[src/rtl/mult_div_unit.sv]
// Iterative 32x32 multiply / divide unit with HI/LO result registers.
// Every operation takes a fixed 34 cycles from launch to result:
// 32 radix-2 steps in RUN, one sign-fix cycle in FIX, then IDLE.
module mult_div_unit (
  input  logic        clk,
  input  logic        reset,
  input  logic        start,
  input  logic [1:0]  op,
  input  logic [31:0] a,
  input  logic [31:0] b,
  input  logic        hi_we,
  input  logic        lo_we,
  input  logic [31:0] wdata,
  output logic [31:0] hi,
  output logic [31:0] lo,
  output logic        busy,
  output logic        done,
  output logic        div_by_zero
);

  typedef enum logic [1:0] {IDLE = 2'd0, RUN = 2'd1, FIX = 2'd2} state_e;

  state_e      state_q;
  logic [1:0]  op_q;
  logic [31:0] mag_a_q, mag_b_q;
  logic        neg_a_q, neg_b_q;
  logic [63:0] acc_q, acc_d;
  logic [4:0]  cnt_q;
  logic [31:0] hi_q, lo_q, hi_d, lo_d;
  logic        done_q, dbz_q, dbz_d;

  logic        is_div;
  logic        a_bit;
  logic [33:0] trial;
  logic [63:0] prod_fix;
  logic [31:0] quo_fix, rem_fix;
  logic        start_neg_a, start_neg_b;

  // Operand sign flags only exist for the signed ops (op[0] == 0).
  assign start_neg_a = ~op[0] & a[31];
  assign start_neg_b = ~op[0] & b[31];

  assign is_div = op_q[1];
  assign a_bit  = mag_a_q[cnt_q];

  // One radix-2 step, MSB of |a| first: shift-add or restoring shift-subtract.
  always_comb begin
    // NOTE: every combinational output gets a default first so no path leaves it unassigned (no latch).
    acc_d = acc_q;
    // Divide: upper half is the partial remainder, lower half collects quotient bits.
    trial = {1'b0, acc_q[63:32], a_bit} - {2'b00, mag_b_q};
    if (is_div) begin
      if (trial[33]) acc_d = {acc_q[62:32], a_bit, acc_q[30:0], 1'b0};
      else           acc_d = {trial[31:0], acc_q[30:0], 1'b1};
    end else begin
      acc_d = {acc_q[62:0], 1'b0} + (a_bit ? {32'd0, mag_b_q} : 64'd0);
    end
  end

  // Sign correction and divide-by-zero override applied when leaving FIX.
  always_comb begin
    prod_fix = (~is_div & (neg_a_q ^ neg_b_q)) ? -acc_q : acc_q;
    quo_fix  = (neg_a_q ^ neg_b_q) ? -acc_q[31:0]  : acc_q[31:0];
    rem_fix  = neg_a_q             ? -acc_q[63:32] : acc_q[63:32];
    dbz_d    = is_div & (mag_b_q == 32'd0);
    if (is_div) begin
      // With b == 0 the remainder path shifts |a| straight through, so
      // re-applying sign(a) returns the original dividend.
      hi_d = rem_fix;
      lo_d = dbz_d ? 32'hFFFF_FFFF : quo_fix;
    end else begin
      hi_d = prod_fix[63:32];
      lo_d = prod_fix[31:0];
    end
  end

  // Control FSM, datapath registers and HI/LO with their direct-write port.
  always_ff @(posedge clk or posedge reset) begin
    if (reset) begin
      state_q <= IDLE;
      op_q    <= 2'd0;
      mag_a_q <= 32'd0;
      mag_b_q <= 32'd0;
      neg_a_q <= 1'b0;
      neg_b_q <= 1'b0;
      acc_q   <= 64'd0;
      cnt_q   <= 5'd0;
      hi_q    <= 32'd0;
      lo_q    <= 32'd0;
      done_q  <= 1'b0;
      dbz_q   <= 1'b0;
    end else begin
      // NOTE: non-blocking assignments so every register samples pre-edge values.
      done_q <= 1'b0;
      dbz_q  <= 1'b0;
      case (state_q)
        IDLE: begin
          if (start) begin
            // A launch takes priority over any HI/LO write in the same cycle.
            op_q    <= op;
            mag_a_q <= start_neg_a ? -a : a;
            mag_b_q <= start_neg_b ? -b : b;
            neg_a_q <= start_neg_a;
            neg_b_q <= start_neg_b;
            acc_q   <= 64'd0;
            cnt_q   <= 5'd31;
            state_q <= RUN;
          end else begin
            if (hi_we) hi_q <= wdata;
            if (lo_we) lo_q <= wdata;
          end
        end
        RUN: begin
          acc_q <= acc_d;
          cnt_q <= cnt_q - 5'd1;
          if (cnt_q == 5'd0) state_q <= FIX;
        end
        FIX: begin
          hi_q    <= hi_d;
          lo_q    <= lo_d;
          done_q  <= 1'b1;
          dbz_q   <= dbz_d;
          state_q <= IDLE;
        end
        default: state_q <= IDLE;
      endcase
    end
  end

  assign hi          = hi_q;
  assign lo          = lo_q;
  assign busy        = (state_q != IDLE);
  assign done        = done_q;
  assign div_by_zero = dbz_q;

endmodule

[config.mk]
export PLATFORM = sky130hd
export DESIGN_NAME = mult_div_unit
export DESIGN_NICKNAME = d
export VERILOG_FILES = /design/src/rtl/mult_div_unit.sv
export SDC_FILE = /design/constraint.sdc
export NUM_CORES = 1
export LEC_CHECK = 0
export CORE_MARGIN = 10
export CORE_UTILIZATION = 43
export DETAILED_ROUTE_END_ITERATION = 7
export PLACE_DENSITY_LB_ADDON = 0.3
export SKIP_LAST_GASP = 1
export SLEW_MARGIN = 20
export SYNTH_ARGS = -nofsm -noshare
export SYNTH_HDL_FRONTEND = slang
export SYNTH_SLANG_ARGS = --single-unit
[constraint.sdc]
create_clock -name clk -period 21 [get_ports clk]
set_clock_uncertainty 0.15 [all_clocks]
set_input_delay 4.2 -clock clk [delete_from_list [all_inputs] [get_ports clk]]
set_output_delay 4.2 -clock clk [all_outputs]
set_load 0.005 [all_outputs]
==> results of run 1 <==
report_power, final:
group | internal [mW] | leakage, nW | switching, mW | total [mW]
registers | 0.589 | 2.48 | 0.280 | 0.869
clock network | 0.286 | 0.422 | 0.174 | 0.460
logic | 0.968 | 4.82 | 1.33 | 2.30
kinds of logic after synthesis:
| kind of cell | Yosys count | synth area share [%] |
|---|---|---|
| AO/OA/AOI/OAI | 670 | 25.5 |
| XOR/XNOR | 187 | 10.2 |
| adder cells (fa/ha/maj) | 73 | 5.76 |
| buffers and inverters | 207 | 5.01 |
| flip-flops | 204 | 31.7 |
| multiplexers | 29 | 2.58 |
| AND/OR/NAND/NOR | 636 | 19.4 |
sequential cells by signal (all words and copies together) (netlist names):
register     count
neg_a_q          1
cnt_q            5
done             1
acc_q           64
neg_b_q          1
op_q             1
state_q          2
div_by_zero      1
mag_b_q         32
lo              32
mag_a_q         32
hi              32
layer usage:
metal  GRT usage, %  up-vias
li1               -     7441
met1           32.0     7383
met2           36.0      645
met3           3.01      102
met4           9.00        0
met5              0        -
path summary, 6_finish.rpt:
check | startpoint | to | slack, ps | cells after the start
max in group asynchronous | reset | hi[25] | 15330 | 3
max reg2reg | cnt_q[0] | acc_q[53] | 14800 | 16
max | a[6] | mag_a_q[26] | 13960 | 10
min | mag_a_q[28] | mag_a_q[28] | 320 | 2
min reg2reg | mag_a_q[28] | mag_a_q[28] | 320 | 2
min in group asynchronous | reset | mag_a_q[4] | 4100 | 2
cells in the final DEF, fill, tap and decap left out, types with 26 or more instances in the layout:
master	count
nor3_1	52
a21oi_1	172
inv_1	73
clkdlybuf4s50_1	169
xor2_1	81
o21ai_0	230
nor2_1	132
a21o_1	26
o31ai_1	29
xnor2_1	105
o22ai_1	28
nand2_1	225
ha_1	71
or3_1	34
dfrtp_1	203
nand3_1	44
cell type report:
cell class	count	area, µm²
Clock inverter	12	191
Tap cell	468	586
Fill cell	3545	17800
Sequential cell	204	5110
Multi-Input combinational cell	1595	10300
Timing Repair Buffer	186	1840
Clock buffer	31	668
Inverter	76	293
worst reg2reg max path: cells and delay by family, from the launching register on:
kind | cells | cell delay, ps
and+or+nand+nor | 3 | 850
AOI/OAI and AO/OA | 7 | 2100
buffers and inverters | 1 | 350
DFF | 1 | 730
adders and majority gates | 2 | 650
muxes | 3 | 1250
==> impl_metrics.json, run 1 <==
{
  "fin_crit_ps": 7040,
  "core_area_um2": 36800,
  "placementRows": 70,
  "path_delay_family": "simple AND/OR/NAND/NOR gates",
  "clock_path_buffers": 3,
  "dp.cells": 2529,
  "outcome": "completed",
  "rsz0062_at_grt": "no",
  "cts_tree": "done",
  "root_buffer": "clkbuf_16",
  "clkTransAtPathRegs_ps": 50,
  "syn-num-nets": 2182,
  "grt_pass1_wl_um": 84400,
  "num_vias": 15600,
  "holdWs_ps": 325,
  "max_stage_delay_ps": 460,
  "synthTopCellsByArea": "dfrtp_1, o21ai_0, xnor2_1, ha_1, a21oi_1",
  "synth_area_um2": 16100,
  "ys_types": 88,
  "design_area_um2": 18900,
  "drv_cap": 0,
  "avgViaCountPerCell": 6.05,
  "met3_wirelength_um": 4140,
  "tightest_slew_ps": 1150,
  "dieArea_um2": 45700,
  "grt_overflow": 0,
  "crit_required_ps": 21230,
  "setup_slack_ps": 13960,
  "drive_above_1_share_pct": 5.37,
  "fmaxAchievable_mhz": 142,
  "synthCells": 2006,
  "die_h_um": 214,
  "gr-usage-all-layers_pct": 23.1,
  "synthTopCellsByCount": "o21ai_0, nand2_1, dfrtp_1",
  "cts_resized": 0,
  "ys_ff_latch": 204,
  "placed_area_um2": 18100,
  "highest_layer": "met4",
  "portBuffers": 169,
  "synthFlopType": "dfrtp_1",
  "antenna_cells": 0,
  "slew_headroom_pct": 22.8,
  "start_util_pct": 43.8,
  "antenna_found_initial": 0,
  "vdd_drop_max_v": 0.0000662,
  "nets": 2264,
  "async_flop_share_pct": 100,
  "grt_max_degree": 125,
  "leakagePower_nw": 7.72,
  "setup_viol": 0,
  "cp_slowest_cell": "clkdlybuf4s50_1",
  "cts_setup_buffers": 0,
  "routed_wl_um": 54400,
  "synth.most_common_cell": "o21ai_0",
  "ys_warn_count": 0,
  "yosys.area.top_type_share_pct": 31.7,
  "wl_met1_um": 24400,
  "crit_type": "in -> reg",
  "cp_max_fo": 4,
  "seq_area_frac_synth_pct": 31.7,
  "gp_congestion": 0.958,
  "final-hold-violation-count": 0,
  "drt_first_pass_iters": 5,
  "wl_per_cell_um": 21.2,
  "grt_pass1_vias": 14900,
  "dp_hpwl_um": 41700,
  "critPathArrivalTime_ps": 7270,
  "cts.sinks": 204,
  "io_pins": 170,
  "p_per_area_nw_per_um2": 192,
  "fin_setup_tns_ps": 0,
  "holdBufCountCts": 0,
  "slew_viol_final": 0,
  "yosys.area.top_type": "dfrtp_1",
  "cts_buffers": 25,
  "postRouteAntennaNets": 0,
  "area_growth_syn_to_layout_pct": 17.4,
  "crit_path_end_kind": "flop",
  "wl_met2_um": 23700,
  "layoutNonFillerInstCount": 2572,
  "die_x_um": 214,
  "synth_edf_count": 0,
  "cp_num_buf_inv": 1,
  "cts_max_level": 1,
  "fin_util_pct": 51.5,
  "p_total_mw": 3.63,
  "holdCritPathClass": "reg -> reg",
  "drt_iter0_drc": 1284,
  "start_kind": "primary input",
  "synth_area_per_cell_um2": 8.04,
  "drc": 0,
  "period_share_pct": 33.5,
  "pre_cts_slack_ps": 13480,
  "clock_latency_ps": 540,
  "critical_path.cell_chain": "clkdlybuf4s50_1 > nor4_1 > nor4b_2 > nor4b_4 > nor4b_2 > nor4b_4 > nand2_1 > o31ai_1 > xor2_1 > o21ai_0"
}
No activity file was read; power rests on OpenSTA's default activity.
==> inputs of run 2 (changes only) <==
==> constraint.sdc (replaced) <==
create_clock -name clk -period 7.2 [get_ports clk]
set_clock_uncertainty 0.15 [all_clocks]
set_input_delay 1.44 -clock clk [delete_from_list [all_inputs] [get_ports clk]]
set_output_delay 1.44 -clock clk [all_outputs]
set_load 0.005 [all_outputs]
==> run 2 against run 1 <==
Worst hold slack better by 5.9 ps. Clock power rose to 2.8 times the previous value. Highest routed layer unchanged. Largest cell class unchanged. Critical endpoint is now acc_q[53]. Global-route usage up 0.32 points. Largest power group unchanged.
==> impl_metrics.json, run 2 (same netlist as run 1, synthesis figures left out) <==
{
  "io_pins": 170,
  "clock_latency_ps": 550,
  "postRouteAntennaNets": 0,
  "cts_buffers": 25,
  "period_share_pct": 82.1,
  "avgViaCountPerCell": 5.98,
  "placementRows": 70,
  "cts_max_level": 1,
  "rsz0062_at_grt": "no",
  "cts_resized": 0,
  "p_per_area_nw_per_um2": 560,
  "final_cell_mix": "o21ai_0, nand2_1, dfrtp_1",
  "wl_per_cell_um": 21.1,
  "critical_path.cell_chain": "mux4_2 > mux4_2 > mux2i_2 > buf_4 > nor2_1 > fa_1 > a211oi_1 > o21ai_0 > o221ai_1 > a21oi_1 > o31ai_1 > nand2_1 > and4_1 > and2_1 > o31ai_1",
  "drive_above_1_share_pct": 5.60,
  "grt_pass1_wl_um": 85100,
  "max_stage_delay_ps": 680,
  "dp_hpwl_um": 42400,
  "start_util_pct": 43.8,
  "cts_tree": "done",
  "drc": 0,
  "nets": 2266,
  "gp_congestion": 0.945,
  "clock_path_buffers": 3,
  "clkTransAtPathRegs_ps": 60,
  "grt_pass1_vias": 14900,
  "largest-register": "acc_q",
  "reg2reg_depth": 15,
  "leakagePower_nw": 7.72,
  "drt_first_pass_iters": 6,
  "path_delay_family": "compound AO/OA/AOI/OAI gates",
  "crit_path_end": "acc_q[53]",
  "slew_viol_final": 0,
  "die_h_um": 214,
  "r2r_start": "cnt_q[0]",
  "fin_util_pct": 51.5,
  "grt_max_degree": 123,
  "die_x_um": 214,
  "routed_wl_um": 54500,
  "dieArea_um2": 45700,
  "holdBufCountCts": 0,
  "final_common_cell": "o21ai_0",
  "area_growth_syn_to_layout_pct": 17.4,
  "cts_setup_buffers": 0,
  "cp_slowest_cell": "dfrtp_1",
  "path_depth": 15,
  "design_area_um2": 18900,
  "antenna_found_initial": 1,
  "start_kind": "flop",
  "drv_cap": 0,
  "slew_headroom_pct": 32.6,
  "root_buffer": "clkbuf_16",
  "fin_setup_tns_ps": 0,
  "rr_endpoint": "acc_q[53]",
  "gr-usage-all-layers_pct": 23.4,
  "outcome": "completed",
  "critPathArrivalTime_ps": 6220,
  "holdCritPathClass": "reg -> reg",
  "num_vias": 15400,
  "grt_overflow": 0,
  "antenna_cells": 0,
  "crit_path_end_kind": "flop",
  "crit_required_ps": 7500,
  "r2r_setup_slack_ps": 1290,
  "final-hold-violation-count": 0,
  "fmaxAchievable_mhz": 169,
  "core_area_um2": 36800,
  "tightest_slew_ps": 1010,
  "setup_viol": 0,
  "vdd_drop_max_v": 0.000214,
  "placed_area_um2": 18100,
  "fin_crit_ps": 5910,
  "crit_type": "reg -> reg",
  "crit_path_start": "cnt_q[0]",
  "p_total_mw": 10.6,
  "cp_num_buf_inv": 1,
  "portBuffers": 169,
  "cp_max_fo": 13,
  "cts.sinks": 204,
  "drt_iter0_drc": 1425,
  "largest_reg_flops": 64
}
==> run 2: per-layer routing <==
metal,GRT usage (%),vias up,routed length (µm)
met5,0,-,0
met4,10.4,0,2450
met3,4.64,103,4520
met2,36.0,610,23300
met1,31.4,7247,24200
li1,-,7449,-
==> run 2: worst min-delay path by stage <==
| stage | endpoint | depth (start not counted) | start |
|---|---|---|---|
| finish | lo[13] | 2 | lo[13] |
| global route | lo[16] | 2 | lo[16] |
| CTS | mag_a_q[19] | 2 | mag_a_q[19] |
| detailed placement | mag_a_q[19] | 2 | mag_a_q[19] |
| global placement | lo[18] | 2 | lo[18] |
| floorplan | mag_a_q[10] | 2 | mag_a_q[10] |
==> run 2: tightest hold or removal path: stages, from the launching register on <==
cell and delay [ps]:
dfrtp_1 340, nand2_1 40, o21ai_0 60
==> run 2: power by group <==
group / total [mW] / internal, mW / switching (mW)
registers: 2.55 / 1.72 / 0.836
clock network: 1.29 / 0.755 / 0.535
logic: 6.76 / 2.84 / 3.92
total: 10.6 / 5.31 / 5.29
==> run 2: final cells by class <==
type                    instances  area [µm²]
clock inverters                13         143
multi-input cells            1595       10300
well taps                     468         586
flip-flops and latches        204        5110
clock buffers                  32         692
fillers                      3543       17900
inverters                      76         293
repair buffers                188        1850
==> run 2: per-stage QoR <==
stage | hold WS (ps) | std cells | setup slack [ps]
detailed placement | 316 | 2531 | 1320
finish | 331 | 2576 | 1290
CTS | 329 | 2576 | 1290
global placement | 311 | 2530 | 1380
floorplan | 295 | 2006 | 42.6
global route | 361 | 2576 | 933
==> inputs of run 3 (changes only) <==
==> constraint.sdc (replaced) <==
create_clock -name clk -period 6.01 [get_ports clk]
set_clock_uncertainty 0.15 [all_clocks]
set_input_delay 1.202 -clock clk [delete_from_list [all_inputs] [get_ports clk]]
set_output_delay 1.202 -clock clk [all_outputs]
set_load 0.005 [all_outputs]
==> run 3 against run 2 <==
Total power grew 20%. First-iteration DRC count fell by 8.8%. Critical path depth stayed put. Sequential power up 20%. Clock power increased by 21%. Non-clock buffer count up 6. Wire length grew 0.21%. Global-route usage shrank 0.27 points. Count of clock-buffer cells in the layout shrank 4. Final cell count increased by 0.12%. Critical endpoint is now acc_q[60]. Highest routed layer unchanged.
==> impl_metrics.json, run 3 (same netlist as run 1, synthesis figures left out) <==
{
  "grt_overflow": 0,
  "cts.sinks": 204,
  "die_x_um": 214,
  "rsz0062_at_grt": "no",
  "vdd_drop_max_v": 0.000293,
  "largest-register": "acc_q",
  "cts_max_level": 1,
  "drc": 0,
  "setup_viol": 0,
  "wl_per_cell_um": 21.2,
  "io_pins": 170,
  "rr_endpoint": "acc_q[60]",
  "holdBufCountCts": 0,
  "cp_max_fo": 31,
  "reg2reg_depth": 15,
  "area_growth_syn_to_layout_pct": 17.7,
  "gp_congestion": 0.951,
  "largest_reg_flops": 64,
  "clock_path_buffers": 3,
  "grt_pass1_wl_um": 84000,
  "leakagePower_nw": 7.74,
  "r2r_start": "cnt_q[1]",
  "fin_setup_tns_ps": 0,
  "crit_path_start": "cnt_q[1]",
  "dp.cells": 2537,
  "clkTransAtPathRegs_ps": 60,
  "setup_slack_ps": 527,
  "gr-usage-all-layers_pct": 23.1,
  "drv_cap": 0,
  "fmaxAchievable_mhz": 182,
  "drt_first_pass_iters": 6,
  "p_total_mw": 12.8,
  "grt_max_degree": 99,
  "tightest_slew_ps": 1100,
  "dp_hpwl_um": 42700,
  "final-hold-violation-count": 0,
  "fin_util_pct": 51.6,
  "period_share_pct": 91.2,
  "slew_headroom_pct": 26.4,
  "final_common_cell": "o21ai_0",
  "final_cell_mix": "o21ai_0, nand2_1, dfrtp_1",
  "cts_buffers": 23,
  "root_buffer": "clkbuf_16",
  "portBuffers": 169,
  "crit_type": "reg -> reg",
  "min-delay-start": "mag_a_q[2]",
  "clock_latency_ps": 530,
  "start_util_pct": 43.8,
  "min_to": "mag_a_q[2]",
  "drive_above_1_share_pct": 5.83,
  "core_area_um2": 36800,
  "routed_wl_um": 54600,
  "p_per_area_nw_per_um2": 673,
  "r2r_setup_slack_ps": 530,
  "cts_tree": "done",
  "holdCritPathClass": "reg -> reg",
  "nets": 2270,
  "fillerInstances": 3523,
  "cts_setup_buffers": 0,
  "num_vias": 15500,
  "holdPathStages": 2,
  "pre_cts_slack_ps": 427,
  "fin_crit_ps": 5480,
  "antenna_cells": 0,
  "crit_path_end_kind": "flop",
  "antenna_found_initial": 0,
  "grt_pass1_vias": 14700,
  "layoutNonFillerInstCount": 2579,
  "drt_iter0_drc": 1300,
  "start_kind": "flop",
  "critPathArrivalTime_ps": 5800,
  "postRouteAntennaNets": 0,
  "crit_required_ps": 6330,
  "avgViaCountPerCell": 6.00,
  "slew_viol_final": 0,
  "dieArea_um2": 45700,
  "placementRows": 70,
  "outcome": "completed",
  "die_h_um": 214
}
-- run 3: cell count changes in the layout (fill, tap and decap cells not counted), sizes merged --
| cell | previous run | this run |
|---|---|---|
| bufinv | 2 | 5 |
| clkbuf | 32 | 28 |
| clkinv | 8 | 5 |
| inv | 77 | 76 |
| buf | 19 | 25 |
| clkinvlp | 2 | 4 |
-- run 3: what timing repair did --
item / in CTS / in global routing
endpoints found under the setup margin: 0 / 1
endpoints found under the hold margin: 0 / 0
resized for setup: 0 / 1
-- run 3: per-stage QoR --
stage | hold slack, ps | instance area (µm²)
2_1_floorplan | 295 | 16100
3_5_place_dp | 317 | 18100
6_report | 327 | 19000
3_3_place_gp | 311 | 18100
4_1_cts | 330 | 19000
5_1_grt | 347 | 19000
-- run 3: final cells by class --
| cell class | instances | area [µm²] | share of cell area [%] |
|---|---|---|---|
| Multi-Input combinational cell | 1595 | 10300 | 54.0 |
| Sequential cell | 204 | 5110 | 26.9 |
| Clock inverter | 14 | 214 | 1.13 |
| Tap cell | 468 | 586 | 3.08 |
| Inverter | 76 | 289 | 1.52 |
| Clock buffer | 28 | 624 | 3.29 |
| Timing Repair Buffer | 194 | 1900 | 10.0 |
-- run 3: report_power, final --
group | switching, mW | internal (mW)
clock network | 0.603 | 0.958
registers | 0.994 | 2.06
logic | 4.72 | 3.44
total | 6.31 | 6.46
-- run 3: how the worst max path moves through the flow --
stage / endpoint / slack [ps] / cells after the start
2_1_floorplan: acc_q[53] / 670 / 17
5_1_grt: acc_q[53] / 140 / 15
4_1_cts: acc_q[53] / 420 / 15
6_report: acc_q[60] / 530 / 15
3_3_place_gp: acc_q[60] / 560 / 15
3_5_place_dp: acc_q[53] / 430 / 15
-- run 3: routing by layer --
layer	vias to the layer above	global-route usage, %	share of wire (%)
met5	-	0	0
met3	109	3.74	7.3
li1	7458	-	-
met1	7297	30.5	44
met2	601	36.8	44
met4	0	10.0	4.8
-- run 3: worst max-delay path: stages, from the launching register on --
cell and delay (ps):
dfrtp_1 590, mux4_2 540, mux4_2 490, mux2i_2 210
buf_4 380, nor2_1 100, ha_1 420, nand2_1 70
o21ai_0 320, a221oi_1 160, o2111a_1 290, o211a_2 340
or2_1 470, or4_1 560, a31oi_1 200, a221o_1 130
